--- src/rtl/serial_adder.sv ---
// Bit-serial LSB-first adder: one full-adder cell plus a carry flop processes one
// operand bit per clock, then publishes the parallel sum/carry-out atomically.
module serial_adder #(
  parameter int WIDTH = 8
) (
  input  logic             clk,
  input  logic             rst,
  input  logic             start,
  input  logic [WIDTH-1:0] a,
  input  logic [WIDTH-1:0] b,
  input  logic             cin,
  output logic             busy,
  output logic             done,
  output logic [WIDTH-1:0] sum,
  output logic             cout,
  output logic             sbit,
  output logic             sbit_valid,
  output logic [1:0]       state_dbg
);

  typedef enum logic [1:0] {
    S_IDLE = 2'd0,
    S_RUN  = 2'd1,
    S_DONE = 2'd2
  } state_t;

  localparam int CW = (WIDTH > 1) ? $clog2(WIDTH) : 1;
  localparam logic [CW-1:0] LAST_BIT = CW'(WIDTH - 1);

  state_t           r_state;
  logic [WIDTH-1:0] r_a_sh;
  logic [WIDTH-1:0] r_b_sh;
  logic             r_carry;
  logic [WIDTH-1:0] r_acc;
  logic [CW-1:0]    r_cnt;
  logic [WIDTH-1:0] r_sum;
  logic             r_cout;

  // Full adder built from two half-adder stages and a carry OR.
  logic w_ha1_s;
  logic w_ha1_c;
  logic w_ha2_s;
  logic w_ha2_c;
  logic w_s;
  logic w_c;
  logic [WIDTH-1:0] w_acc_next;
  logic w_run;

  assign w_ha1_s = r_a_sh[0] ^ r_b_sh[0];
  assign w_ha1_c = r_a_sh[0] & r_b_sh[0];
  assign w_ha2_s = w_ha1_s ^ r_carry;
  assign w_ha2_c = w_ha1_s & r_carry;
  assign w_s     = w_ha2_s;
  assign w_c     = w_ha1_c | w_ha2_c;

  generate
    if (WIDTH == 1) begin : g_acc_w1
      assign w_acc_next = w_s;
    end else begin : g_acc_wn
      assign w_acc_next = {w_s, r_acc[WIDTH-1:1]};
    end
  endgenerate

  always_ff @(posedge clk or posedge rst) begin
    if (rst) begin
      r_state <= S_IDLE;
      r_a_sh  <= '0;
      r_b_sh  <= '0;
      r_carry <= 1'b0;
      r_acc   <= '0;
      r_cnt   <= '0;
      r_sum   <= '0;
      r_cout  <= 1'b0;
    end else begin
      case (r_state)
        S_IDLE: begin
          if (start) begin
            r_a_sh  <= a;
            r_b_sh  <= b;
            r_carry <= cin;
            r_cnt   <= '0;
            r_state <= S_RUN;
          end
        end
        S_RUN: begin
          r_acc   <= w_acc_next;
          r_a_sh  <= r_a_sh >> 1;
          r_b_sh  <= r_b_sh >> 1;
          r_carry <= w_c;
          r_cnt   <= r_cnt + CW'(1);
          // Sum/cout are only written here, so partial results never leak out.
          if (r_cnt == LAST_BIT) begin
            r_sum   <= w_acc_next;
            r_cout  <= w_c;
            r_state <= S_DONE;
          end
        end
        S_DONE: begin
          r_state <= S_IDLE;
        end
        default: begin
          r_state <= S_IDLE;
        end
      endcase
    end
  end

  assign w_run      = (r_state == S_RUN);
  assign busy       = (r_state != S_IDLE);
  assign done       = (r_state == S_DONE);
  assign sum        = r_sum;
  assign cout       = r_cout;
  assign sbit_valid = w_run;
  assign sbit       = w_run & w_s;
  assign state_dbg  = r_state;

endmodule

--- config.mk ---
export PLATFORM = sky130hd
export DESIGN_NAME = serial_adder
export DESIGN_NICKNAME = d
export VERILOG_FILES = /design/src/rtl/serial_adder.sv
export SDC_FILE = /design/constraint.sdc
export NUM_CORES = 1
export LEC_CHECK = 0
export ABC_CLOCK_PERIOD_IN_PS = 1800
export CAP_MARGIN = 5
export CORE_ASPECT_RATIO = 1.25
export CORE_MARGIN = 5
export CORE_UTILIZATION = 50
export DETAILED_ROUTE_END_ITERATION = 16
export MAX_ROUTING_LAYER = met4
export PLACE_DENSITY = 0.75
export SETUP_SLACK_MARGIN = 0.1
export SYNTH_ARGS = -nofsm -noshare
export SYNTH_HDL_FRONTEND = slang
export SYNTH_SLANG_ARGS = --single-unit
--- constraint.sdc ---
create_clock -name clk -period 1.8 [get_ports clk]
set_clock_uncertainty 0.1 [all_clocks]
set_input_delay 0.18 -clock clk [delete_from_list [all_inputs] [get_ports clk]]
set_output_delay 0.18 -clock clk [all_outputs]
set_load 0.05 [all_outputs]
==> results.py <==
metrics = {
    "sta": {
        "hold_violations": 0,
        "tightest_slew_ps": 649.6,
        "maxSlewViolCount": 0,
        "slew_headroom": 0.5658,
        "hold_ws_ps": 210.7,
        "fin_crit_ps": 1821,
        "setup_ws_ps": -21.21,
        "finalCritPeriodShare": 1.012,
        "fmax_mhz": 549.1,
        "setup_violations": 1,
        "rsz0062_at_grt": "yes",
    },
    "cts": {
        "clockBufferDepth": 2,
        "cts_num_sinks": 38,
        "cts_tree": "built",
        "cts_hold_buf": 0,
        "cts_htree_levels": 2,
        "cts_root_buffer": "clkbuf_8",
        "clock_latency_ps": 290,
        "path_clk_slew_ps": 70,
        "cts_buffers": 5,
    },
    "setup_path": {
        "crit_chain": "fa_1, and2_4, buf_12",
        "arrival_ps": 1540,
        "critPathKind": "reg -> out",
        "cp-start-kind": "flip-flop",
        "worst-path-max-fanout": 2,
        "worstSetupEndpointType": "output port",
        "cp_slowest_cell": "fa_1",
        "worstPathRequired_ps": 1520,
        "cpPeakStageDelay_ps": 570,
    },
    "placement": {
        "post-place-cells": 215,
        "io_buffers": 34,
        "hpwl_um": 2592,
        "gp_congestion": 0.7637,
    },
    "route": {
        "post-route-drc-count": 0,
        "wire_per_inst_um": 16.11,
        "vias_per_cell": 5.520,
        "ant_nets": 0,
        "wl_um": 3624,
        "firstDrtPassIters": 4,
        "drtIter0Drc": 46,
        "via_count": 1242,
    },
    "synth": {
        "ys_ff_latch": 38,
        "yosysSeqAreaShare": 0.4958,
        "yosysWarnings": 0,
        "synth_ff_type": "dfrtp_1",
        "ys_types": 28,
        "ys_top_cells_by_area": "dfrtp_1, mux2_4, nor3b_1, nor4b_2, a211oi_2",
        "synth_nets": 168,
        "async_reset_ff_frac": 1.000,
        "yosys.area.top_type": "dfrtp_1",
        "netlist_area_um2": 1918,
        "netlist.area_leader.share": 0.4958,
        "synth.avg_cell_area_um2": 13.23,
        "netlist_instances": 145,
        "synth_edf_count": 0,
    },
    "layout": {
        "layout-drive-gt1-share": 0.3189,
        "layout_commonest_cell": "dfrtp_1",
        "antenna_cells": 0,
        "area_delta_synth_final_pct": 30.98,
        "instances_no_fill": 225,
        "final_cell_mix": "dfrtp_1, clkdlybuf4s50_1, inv_1",
        "nNetsFinal": 207,
    },
    "global_routing": {
        "antenna_found_initial": 0,
        "grt_pass1_vias": 1347,
        "gr-total-overflow": 0,
        "grt_pass1_wl_um": 6548,
        "gr-usage-all-layers": 0.1678,
        "grt_max_degree": 39,
    },
    "power": {
        "p_total_mw": 4.765,
        "p_per_area_nw_per_um2": 1897,
        "p_leak_nw": 1.099,
        "vdd_ir_drop_max_mv": 0.7616,
    },
    "floorplan": {
        "die-area_um2": 5183,
        "die_w_um": 65.40,
        "die_y_um": 79.25,
        "io_pins": 35,
        "row_count": 25,
        "start_util": 0.5110,
        "core_area_um2": 3754,
    },
    "outcome": {
        "status": "finished with violations",
        "violations": "setup timing",
    },
    "hold_path": {
        "hp-class": "in -> async",
    },
    "flow_run": {
        "drv_cap": 0,
    },
}
==> worst paths after layout <==
path | depth (start not counted) | endpoint | slack, ps | startpoint
worst max-delay path | 3 | sbit | -20 | r_a_sh[0]
worst min-delay path | 3 | cout | 210 | rst
worst max register to register | 5 | sum[6] | 200 | r_cnt[0]
worst min register to register | 1 | r_b_sh[7] | 400 | r_b_sh[7]
max in group asynchronous | 3 | state_dbg[0] | 1030 | rst
min in group clk | 1 | r_b_sh[7] | 400 | r_b_sh[7]
==> synthesized netlist by cell type, types with 4 or more instances <==
cell       n
dfrtp_1   38
nor3b_1   15
nor4b_2    7
inv_1     17
buf_2      6
nor4b_1    4
a221oi_2   4
a211oi_2   7
a211oi_1   4
mux2_1     7
nor2b_1    5
mux2_4     9
==> kinds of logic after synthesis <==
family                     count (synthesis)  synth area share
DFF                                       38            0.4958
adders and majority gates                  3           0.02348
and+or+nand+nor                           37            0.1722
buffers and inverters                     29           0.07240
muxes                                     17            0.1174
AOI/OAI and AO/OA                         21            0.1187
==> cell type report <==
cell class | instances | area (um2)
clock buffer | 5 | 68.82
sequential | 38 | 952.2
clock inverter | 3 | 40.04
multi-input combinational | 78 | 849.6
tap | 40 | 50.05
inverter | 18 | 67.56
timing repair buffer | 43 | 484.2
fill | 277 | 1241
==> state kept, by name, indices dropped and copies added, names as in the netlist <==
signal and flops:
r_b_sh 8, state_dbg 2, r_cnt 3, r_acc 7
r_a_sh 8, r_carry 1, sum 8, cout 1
==> repair_timing <==
item / 4_1_cts / 5_1_grt
gates resized for setup: 11 / 0
pin swaps: 2 / 1
setup buffers: 2 / 0
hold endpoints to repair: 0 / 0
setup endpoints to repair: 30 / 2
==> critical path: cells and delay by family (launching register included) <==
kind | cells | cell delay, ps
adder cells (fa/ha/maj) | 1 | 570
buffers and inverters | 1 | 130
flip-flops | 1 | 400
AND/OR/NAND/NOR | 1 | 160
==> stage by stage <==
stage / setup TNS [ps] / area, um2 / setup slack (ps) / util
final: -21.21 / 2512 / -21.21 / 0.6693
after global routing: -83.88 / 2512 / -83.88 / 0.6693
after detailed placement: -2726 / 2386 / -194.4 / 0.6357
after global placement: -1206 / 2386 / -104.2 / 0.6357
after floorplan: 0 / 1928 / 113.7 / -
after CTS: -46.99 / 2512 / -46.99 / 0.6693
==> routing by layer <==
layer  up-vias  GRT usage  part of all wire
met2        32     0.2736              0.52
met4         0    0.06224             0.016
met5         -          -                 0
met3         6    0.04385             0.036
met1       613     0.1989              0.42
li1        591          -                 -
==> where the power goes <==
part	switching, mW	internal (mW)	total [mW]
registers	0.258	1.27	1.52
clock network	0.296	0.408	0.703
logic	1.36	1.18	2.54
No activity file was read; power rests on OpenSTA's default activity.
